`src/rtl/wdm_pkg.sv`:
```
// Shared WDM tuner types: sweep mode, DAC code and the sweep controller
// state encoding used by tuner_sweep_ctrl.
package wdm_pkg;

    typedef enum logic {
        TUNER_MIN_THRU = 1'b0,
        TUNER_MAX_DROP = 1'b1
    } tuner_mode_e;

    typedef logic [7:0] tuner_code_t;

    typedef enum logic [2:0] {
        ST_IDLE,
        ST_SET,
        ST_SETTLE,
        ST_REQ,
        ST_WAIT,
        ST_UPDATE,
        ST_DONE
    } tuner_sweep_state_e;

endpackage

```
`src/rtl/tuner_sweep_best_tracker.sv`:
```
// Tracks the best (lowest or highest) power sample seen and its DAC code.
// Ports: i_mode, i_sample, i_code, i_update, i_clear ->
// o_best_code, o_best_pwr, o_nxt_code (best code including this update).
module tuner_sweep_best_tracker #(
    parameter int DAC_WIDTH = 8,
    parameter int ADC_WIDTH = 8
) (
    input  logic                 i_clk,
    input  logic                 i_rst_n,
    input  logic                 i_mode,
    input  logic [ADC_WIDTH-1:0] i_sample,
    input  logic [DAC_WIDTH-1:0] i_code,
    input  logic                 i_update,
    input  logic                 i_clear,
    output logic [DAC_WIDTH-1:0] o_best_code,
    output logic [DAC_WIDTH-1:0] o_nxt_code,
    output logic [ADC_WIDTH-1:0] o_best_pwr
);

    logic [DAC_WIDTH-1:0] r_best_code;
    logic [ADC_WIDTH-1:0] r_best_pwr;
    logic                 w_better;

    // Strict compare: ties keep the earlier code.
    always_comb begin
        w_better   = i_mode ? (i_sample > r_best_pwr)
                            : (i_sample < r_best_pwr);
        o_nxt_code = (i_update && w_better) ? i_code : r_best_code;
    end

    always_ff @(posedge i_clk or negedge i_rst_n) begin
        if (!i_rst_n) begin
            r_best_code <= '0;
            r_best_pwr  <= '0;
        end else if (i_clear) begin
            r_best_code <= i_code;
            r_best_pwr  <= i_mode ? '0 : '1;
        end else if (i_update && w_better) begin
            r_best_code <= i_code;
            r_best_pwr  <= i_sample;
        end
    end

    assign o_best_code = r_best_code;
    assign o_best_pwr  = r_best_pwr;

endmodule

```
`src/rtl/tuner_sweep_ctrl.sv`:
```
// Sweeps the tuning DAC over a code range, measures power at each point
// and parks the DAC on the best code.
// Ports: sweep control (start/abort/mode/range), DAC code out, power
// read request and detect result handshakes, busy/done and best result.
module tuner_sweep_ctrl
    import wdm_pkg::*;
#(
    parameter int DAC_WIDTH    = 8,
    parameter int ADC_WIDTH    = 8,
    parameter int SettleCycles = 4
) (
    input  logic                 i_clk,
    input  logic                 i_rst_n,
    input  logic                 i_sweep_start,
    input  logic                 i_sweep_abort,
    input  logic                 i_sweep_mode,
    input  logic [DAC_WIDTH-1:0] i_code_start,
    input  logic [DAC_WIDTH-1:0] i_code_end,
    input  logic [DAC_WIDTH-1:0] i_code_step,
    output logic [DAC_WIDTH-1:0] o_dac_tune,
    output logic                 o_pwr_read_val,
    input  logic                 i_pwr_read_rdy,
    input  logic                 i_pwr_detect_val,
    output logic                 o_pwr_detect_rdy,
    input  logic [ADC_WIDTH-1:0] i_pwr_detect_data,
    output logic                 o_busy,
    output logic                 o_done,
    output logic [DAC_WIDTH-1:0] o_best_code,
    output logic [ADC_WIDTH-1:0] o_best_pwr
);

    localparam int CW = $clog2(SettleCycles + 1);
    localparam logic [CW-1:0] SETTLE_LOAD = CW'(SettleCycles);

    tuner_sweep_state_e   r_state, w_next;
    logic [DAC_WIDTH-1:0] r_cur, r_end, r_step, r_dac;
    logic                 r_mode;
    logic [ADC_WIDTH-1:0] r_sample;
    logic [CW-1:0]        r_cnt;

    logic                 w_clear, w_update, w_more;
    logic [DAC_WIDTH:0]   w_sum;
    logic                 w_trk_mode;
    logic [DAC_WIDTH-1:0] w_trk_code, w_nxt_code;

    // One extra bit catches wrap-around past the top code.
    assign w_sum  = {1'b0, r_cur} + {1'b0, r_step};
    assign w_more = (r_step != '0) && !w_sum[DAC_WIDTH]
                 && (w_sum[DAC_WIDTH-1:0] <= r_end);

    always_comb begin
        w_next   = r_state;
        w_clear  = 1'b0;
        w_update = 1'b0;
        if (r_state != ST_IDLE && i_sweep_abort) begin
            w_next = ST_IDLE;
        end else begin
            unique case (r_state)
                ST_IDLE: begin
                    if (i_sweep_start) begin
                        w_next  = ST_SET;
                        w_clear = 1'b1;
                    end
                end
                ST_SET:    w_next = ST_SETTLE;
                ST_SETTLE: if (r_cnt == CW'(1)) w_next = ST_REQ;
                ST_REQ:    if (i_pwr_read_rdy) w_next = ST_WAIT;
                ST_WAIT:   if (i_pwr_detect_val) w_next = ST_UPDATE;
                ST_UPDATE: begin
                    w_update = 1'b1;
                    w_next   = w_more ? ST_SET : ST_DONE;
                end
                ST_DONE:   w_next = ST_IDLE;
                default:   w_next = ST_IDLE;
            endcase
        end
    end

    always_ff @(posedge i_clk or negedge i_rst_n) begin
        if (!i_rst_n) begin
            r_state  <= ST_IDLE;
            r_cur    <= '0;
            r_end    <= '0;
            r_step   <= '0;
            r_dac    <= '0;
            r_mode   <= 1'b0;
            r_sample <= '0;
            r_cnt    <= '0;
        end else begin
            r_state <= w_next;
            if (w_clear) begin
                r_mode <= i_sweep_mode;
                r_cur  <= i_code_start;
                r_end  <= i_code_end;
                r_step <= i_code_step;
            end
            if (r_state == ST_SET && w_next == ST_SETTLE) begin
                r_dac <= r_cur;
                r_cnt <= SETTLE_LOAD;
            end
            if (r_state == ST_SETTLE)
                r_cnt <= r_cnt - CW'(1);
            if (r_state == ST_WAIT && w_next == ST_UPDATE)
                r_sample <= i_pwr_detect_data;
            if (r_state == ST_UPDATE && w_next == ST_SET)
                r_cur <= w_sum[DAC_WIDTH-1:0];
            // Park on the best code including the final point's result.
            if (r_state == ST_UPDATE && w_next == ST_DONE)
                r_dac <= w_nxt_code;
        end
    end

    // Clear uses the live start inputs since the latches load the same edge.
    assign w_trk_mode = w_clear ? i_sweep_mode : r_mode;
    assign w_trk_code = w_clear ? i_code_start : r_cur;

    tuner_sweep_best_tracker #(
        .DAC_WIDTH(DAC_WIDTH),
        .ADC_WIDTH(ADC_WIDTH)
    ) u_best (
        .i_clk      (i_clk),
        .i_rst_n    (i_rst_n),
        .i_mode     (w_trk_mode),
        .i_sample   (r_sample),
        .i_code     (w_trk_code),
        .i_update   (w_update),
        .i_clear    (w_clear),
        .o_best_code(o_best_code),
        .o_nxt_code (w_nxt_code),
        .o_best_pwr (o_best_pwr)
    );

    assign o_dac_tune       = r_dac;
    assign o_pwr_read_val   = (r_state == ST_REQ);
    assign o_pwr_detect_rdy = (r_state == ST_WAIT);
    assign o_busy           = (r_state != ST_IDLE);
    assign o_done           = (r_state == ST_DONE);

endmodule

```
`config.mk`:
```
export PLATFORM = sky130hd
export DESIGN_NAME = tuner_sweep_ctrl
export DESIGN_NICKNAME = d
export VERILOG_FILES = /design/src/rtl/wdm_pkg.sv /design/src/rtl/tuner_sweep_best_tracker.sv /design/src/rtl/tuner_sweep_ctrl.sv
export SDC_FILE = /design/constraint.sdc
export NUM_CORES = 1
export LEC_CHECK = 0
export BUFFER_PORTS_ARGS = -buffer_cell sky130_fd_sc_hd__buf_4
export CORE_MARGIN = 3
export CORE_UTILIZATION = 45
export CTS_CLUSTER_SIZE = 12
export DETAILED_ROUTE_END_ITERATION = 10
export PLACE_DENSITY_LB_ADDON = 0.05
export SLEW_MARGIN = 20
export SYNTH_ARGS = -nofsm -noshare
export SYNTH_HDL_FRONTEND = slang
export SYNTH_HIERARCHICAL = 1
export SYNTH_SLANG_ARGS = --single-unit
```
`constraint.sdc`:
```
create_clock -name i_clk -period 4.8 [get_ports i_clk]
set_clock_uncertainty 0.15 [all_clocks]
set_input_delay 0.96 -clock i_clk [delete_from_list [all_inputs] [get_ports i_clk]]
set_output_delay 0.96 -clock i_clk [all_outputs]
set_load 0.01 [all_outputs]
```
Yosys cells after proc, flatten, opt, wreduce, memory -nomap -nowiden
Index checks and enable logic that the tools add are counted.

cells by class
  magnitude comparators = 3
  equal/unequal tests = 11
  add/sub/neg operators = 2
  reductions and logical operators = 15
  multiplexer cells = 25

operators by type and width
  kind                                                                 count
  8-bit 2-to-1 mux                                                     9
  3-bit 2-to-1 mux                                                     8
  3-bit one-hot mux with 6 select lines                                1
  3-bit == test (second input constant)                                5
  8-bit by 8-bit adder with 9-bit output                               1
  3-bit by 1-bit == test with 1-bit output (second input constant)     3
  3-bit by 2-bit == test with 1-bit output (second input constant)     3
  8-bit greater-than comparator                                        1
  8-bit <= comparator                                                  1
  1-bit logical AND                                                    8
  8-bit < comparator                                                   1
  8-bit nonzero test                                                   1
  1-bit 2-to-1 mux                                                     7
  2-bit nonzero test                                                   3
  3-bit zero test                                                      1
  3-bit nonzero test                                                   1
  3-bit by 1-bit subtractor with 3-bit output (second input constant)  1
  1-bit zero test                                                      1

storage, ports and cells
  register bits = 63

Depth between registers and ports, before layout
  word-level depth = 11
  depth in mapped cells = 13

Hierarchy
The synthesis kept the hierarchy.

modules (own cells, without submodules)
  module                    cells an instance  instances  area each (sq um)
  tuner_sweep_ctrl          232                1          2672.6
  tuner_sweep_best_tracker  91                 1          1044.8

Least setup slack after synthesis
No wires, ideal clock.

  kind = input to register
  start = input i_sweep_start
  end = register r_dac[0] (netlist: o_dac_tune[0])
  setup time = 0.125 ns
  data arrival time = 3.386 ns
  path slack = 1.139 ns
  buffers on the path = 2
  required time = 4.525 ns
  cell stages on the path = 12
  path through = nand2b_1 -> nor3_2 -> buf_2 -> buf_2 -> mux2_2 -> inv_1 -> or3b_1 -> a21o_1 -> o311ai_2 -> nand2_2 -> mux2_2 -> mux2_2

between the ends
  word-level cells in the longest chain between the ends = 8
  elaborated cells between the ends (all ways) = 17
  those cells by class = eq/ne: 2; mux: 11; reduce/logical: 4

RTL lines
  element               RTL line                        text
  from (decl)           tuner_sweep_ctrl.sv:14          input logic i_sweep_start,
  1-bit 2-to-1 mux      tuner_sweep_ctrl.sv:60          if (i_sweep_start) begin
  1-bit 2-to-1 mux      tuner_sweep_ctrl.sv:58          unique case (r_state)
  1-bit 2-to-1 mux      tuner_sweep_ctrl.sv:55          if (r_state != ST_IDLE && i_sweep_abort) begin
  1-bit 2-to-1 mux      -
  via w_trk_mode        tuner_sweep_ctrl.sv:43          logic w_trk_mode;
  1-bit 2-to-1 mux      tuner_sweep_best_tracker.sv:26  w_better = i_mode ? (i_sample > r_best_pwr)
  1-bit logical AND     tuner_sweep_best_tracker.sv:28  o_nxt_code = (i_update && w_better) ? i_code : r_best_code;
  8-bit 2-to-1 mux      tuner_sweep_best_tracker.sv:28
  via w_nxt_code[0]     tuner_sweep_ctrl.sv:44          logic [DAC_WIDTH-1:0] w_trk_code, w_nxt_code;
  8-bit 2-to-1 mux      tuner_sweep_ctrl.sv:108         if (r_state == ST_UPDATE && w_next == ST_DONE)
  to (signal assigned)  tuner_sweep_ctrl.sv:98          r_dac <= r_cur;
  to (signal assigned)  tuner_sweep_ctrl.sv:109         r_dac <= w_nxt_code;
  to (decl)             tuner_sweep_ctrl.sv:36          logic [DAC_WIDTH-1:0] r_cur, r_end, r_step, r_dac;

The timed path passes the listed nets, and every way through them passes these cells.
A chain may end at the register's enable or synchronous reset.

Worst setup path after layout
  start = register r_cur[0]
  end = register r_dac[6] (netlist: o_dac_tune[6])

between the ends
  word-level cells in the longest chain between the ends = 10
  elaborated cells between the ends (all ways) = 14
  those cells by class = add/sub: 1; order compare: 1; eq/ne: 2; mux: 4; reduce/logical: 6

RTL lines
  element                                                                    RTL line                                         text
  from (decl)                                                                tuner_sweep_ctrl.sv:36
  from (signal assigned)                                                     tuner_sweep_ctrl.sv:93                           r_cur <= i_code_start;
  from (signal assigned)                                                     tuner_sweep_ctrl.sv:106                          r_cur <= w_sum[DAC_WIDTH-1:0];
  8-bit by 8-bit adder with 9-bit output *                                   tuner_sweep_ctrl.sv:47                           assign w_sum = {1'b0, r_cur} + {1'b0, r_step};
  branches (longest 2 deep; another with 8-bit <= comparator)                -
  1-bit logical AND *                                                        tuner_sweep_ctrl.sv:49                           && (w_sum[DAC_WIDTH-1:0] <= r_end);
  3-bit 2-to-1 mux *                                                         tuner_sweep_ctrl.sv:71                           w_next = w_more ? ST_SET : ST_DONE;
  3-bit one-hot mux with 6 select lines *                                    tuner_sweep_ctrl.sv:58
  3-bit 2-to-1 mux *                                                         tuner_sweep_ctrl.sv:55
  3-bit == test or 3-bit by 2-bit == test with 1-bit output (tied branches)  tuner_sweep_ctrl.sv:108, tuner_sweep_ctrl.sv:97
  1-bit logical AND (on tied branches)                                       tuner_sweep_ctrl.sv:108, tuner_sweep_ctrl.sv:97
  8-bit 2-to-1 mux or 2-bit nonzero test (tied branches)                     -

Mark *: on every way between the ends.

==> out/metrics.csv <==
metric,value,unit
clock power share,14.0,%
Synth Net Count,389,
Synth Area in Adders,9.29,%
CTS Hold Bufs,0,
# H-tree levels,3,
CTS tree,built,
CP endpoint kind,register,
n_diodes,0,
maximum VDD drop,293,µV
worst endpoint data arrival time,3.77,ns
core region area,0.00789,mm²
Worst Reg-to-Reg Cells,12,
Ys Warns,6,
total track usage,18.1,%
post-synthesis cell area,0.00372,mm²
worst hold slack,0.361,ns
Net Sw Frac,41.3,%
total CTS buffers,9,
post_cts resized,0,
setup violators final,0,
DIE AREA,0.00939,mm²
P_int,0.00192,W
RR Endpoint,o_dac_tune[6]$_DFFE_PN0P_,
CP Data Required Time,4.88,ns
Crit Reg-Reg Startpoint,r_cur[0]$_DFF_PN0_,
net switching power,0.00135,W
Post-synth EDFFs,0,
period utilization,76.9,%
Filler cells,687,
Max Fclk,271,MHz
die width,96.9,µm
main combinational cell family by area after synthesis,multiplexers,
first-pass GRT wire length,13600,µm
Critical Path Source Type,register,
"commonest non-fill, non-tap cell in the layout",buf_4,
DRT iter0 DRCs,98,
Clock Latency Late Sink,0.35,ns
Worst Tran Pin Value,0.828,ns
Static Leak,2.06,nW
Root Buffer,clkbuf_8,
net count reported at finish,458,
DR pass1 iterations,4,
vias per inst,5.38,
Final Hold Violating Endpoints,0,
hold depth,1,
Sequential Power Share,29.4,%
drt drc,0,
Vias,2687,
post-synthesis simple-gate area fraction,8.01,%
combinational power share,56.6,%
worst rel slew slack,44.6,%
min-delay src,r_sample[0]$_DFFE_PN0P_,
async set-or-reset flop fraction in the synthesized netlist,100,%
Synth cell types,51,
hold crit path type,register to register,
# rows,32,
wire per inst,16.4,µm
vias in the first global route,2876,
cell count after synthesis,323,
crit path kind,register to register,
CP max FO,8,
port bufs,66,
Routability Congestion,0.793,
Synth Area in XOR/XNOR,1.41,%
status,"finished, final reports clean",
clk buf depth,2,
Hold EP,r_sample[0]$_DFFE_PN0P_,
minimum clock period,3.69,ns
die height,96.9,µm
area grow syn2layout,21.2,%
Final Slew Violations,0,
Post-Synthesis Mean Instance Area,11.5,µm²
largest net degree at the start of global routing,64,
number of max-cap violations,0,
Compound-Gate Fraction of Synth Area,11.1,%
DRT Wirelength,8180,µm
RSZ-0062 raised after global routing,no,
ratio of cells with drive above 1 in the final layout,42.8,%
gr ovfl total,0,
num ports,67,
post-synthesis mux area share,23.4,%
Worst-path clk slew,0.08,ns
Final ANT Viol Nets,0,
"FF+latch count, synth",63,
setup TNS,0,ns
sequential share of the synthesized area,42.4,%
Detail Placement HPWL,6010,µm
r2r setup slk,1.11,ns
# Post-CTS Setup Buffers,0,
Cell Pwr Density,726,mW/mm²
antenna violations before repair,0,
CTS Sinks,63,
initial core utilization,47.1,%
Synth Flop Type,dfrtp_1,
"commonest non-fill, non-tap cells in the layout","buf_4, mux2_2, dfrtp_1",
-- synthesized netlist by cell type, types with 3 or more instances --
library cell	count	area share [%]
nor2b_1	5	0.84
mux2_4	10	4.0
mux2_2	64	19
buf_2	4	0.54
nand4_1	4	0.67
xnor2_1	4	0.94
ha_1	26	8.8
o211ai_1	5	1.0
a21oi_1	18	2.4
clkbuf_1	3	0.30
or3_1	3	0.50
o21ai_0	19	2.6
nand2_1	14	1.4
dfrtp_1	63	42
nor2_1	6	0.61
inv_1	30	3.0
-- cell type report --
type,count,area (µm²),share of cell area (%)
Tap cell,102,128,2.83
Multi-Input combinational cell,220,1980,44.0
Sequential cell,63,1580,35.0
Inverter,31,116,2.58
Clock buffer,9,124,2.75
Clock inverter,7,73.8,1.64
Timing Repair Buffer,67,503,11.2
-- critical path: stages (launching register included) --
cell      delay (ns)
dfrtp_1         0.41
ha_1            0.23
fa_1            0.44
a211oi_2        0.23
o21ai_0         0.12
a21oi_1         0.18
xnor2_1         0.11
ha_1            0.31
nand4_1         0.13
nand2b_1        0.17
a21oi_1         0.37
o31a_2          0.37
mux2_2          0.36
-- sequential cells by signal (all words and copies together) (netlist names) --
name / flops
r_step: 8
r_cur: 8
u_best/o_best_pwr: 8
r_state: 3
r_cnt: 3
o_dac_tune: 8
r_end: 8
r_mode: 1
u_best/o_best_code: 8
r_sample: 8
-- power by group through the flow --
stage	clock network (W)	registers (W)	logic, W
6_report	0.000457	0.000963	0.00185
5_1_grt	0.000499	0.00100	0.00207
4_1_cts	0.000476	0.000966	0.00187
3_5_place_dp	0	0.000975	0.00185
3_3_place_gp	0	0.000970	0.00182
2_1_floorplan	0	0.000953	0.00132
-- cells by family after synthesis --
| logic type | count (synthesis) |
|---|---|
| mux | 74 |
| compound gates | 62 |
| flops | 63 |
| buf+inv | 40 |
| fa+ha+maj | 27 |
| xor+xnor | 6 |
| simple gates | 51 |
-- metrics by stage --
stage | std cells | total power [W] | cell area [µm²] | worst slack [ns] | util, %
final | 499 | 0.00327 | 4510 | 1.11 | 57.1
after global routing | 499 | 0.00357 | 4510 | 0.919 | 57.1
after CTS | 499 | 0.00331 | 4510 | 1.10 | 57.1
after detailed placement | 483 | 0.00283 | 4310 | 1.16 | 54.6
after global placement | 483 | 0.00279 | 4310 | 1.26 | 54.6
after floorplan | 323 | 0.00227 | 3720 | 1.14 | -
-- metal layers --
| layer | GRT usage [%] | vias up | part of all wire [%] |
|---|---|---|---|
| li1 | - | 1309 | - |
| met2 | 32.3 | 63 | 53 |
| met1 | 21.0 | 1304 | 42 |
| met5 | 0 | - | 0 |
| met4 | 6.37 | 0 | 1.4 |
| met3 | 4.61 | 11 | 4.1 |
-- worst max path at each step --
stage,slack (ns),end,start
after floorplan,1.14,o_dac_tune[0]$_DFFE_PN0P_,i_sweep_start
after global placement,1.26,r_cur[1]$_DFF_PN0_,r_cur[0]$_DFF_PN0_
after detailed placement,1.16,o_dac_tune[6]$_DFFE_PN0P_,r_cur[0]$_DFF_PN0_
after CTS,1.10,r_cur[1]$_DFF_PN0_,r_cur[0]$_DFF_PN0_
after global routing,0.92,o_dac_tune[7]$_DFFE_PN0P_,r_cur[0]$_DFF_PN0_
final,1.11,o_dac_tune[6]$_DFFE_PN0P_,r_cur[0]$_DFF_PN0_
(Power assumes the default switching activity.)
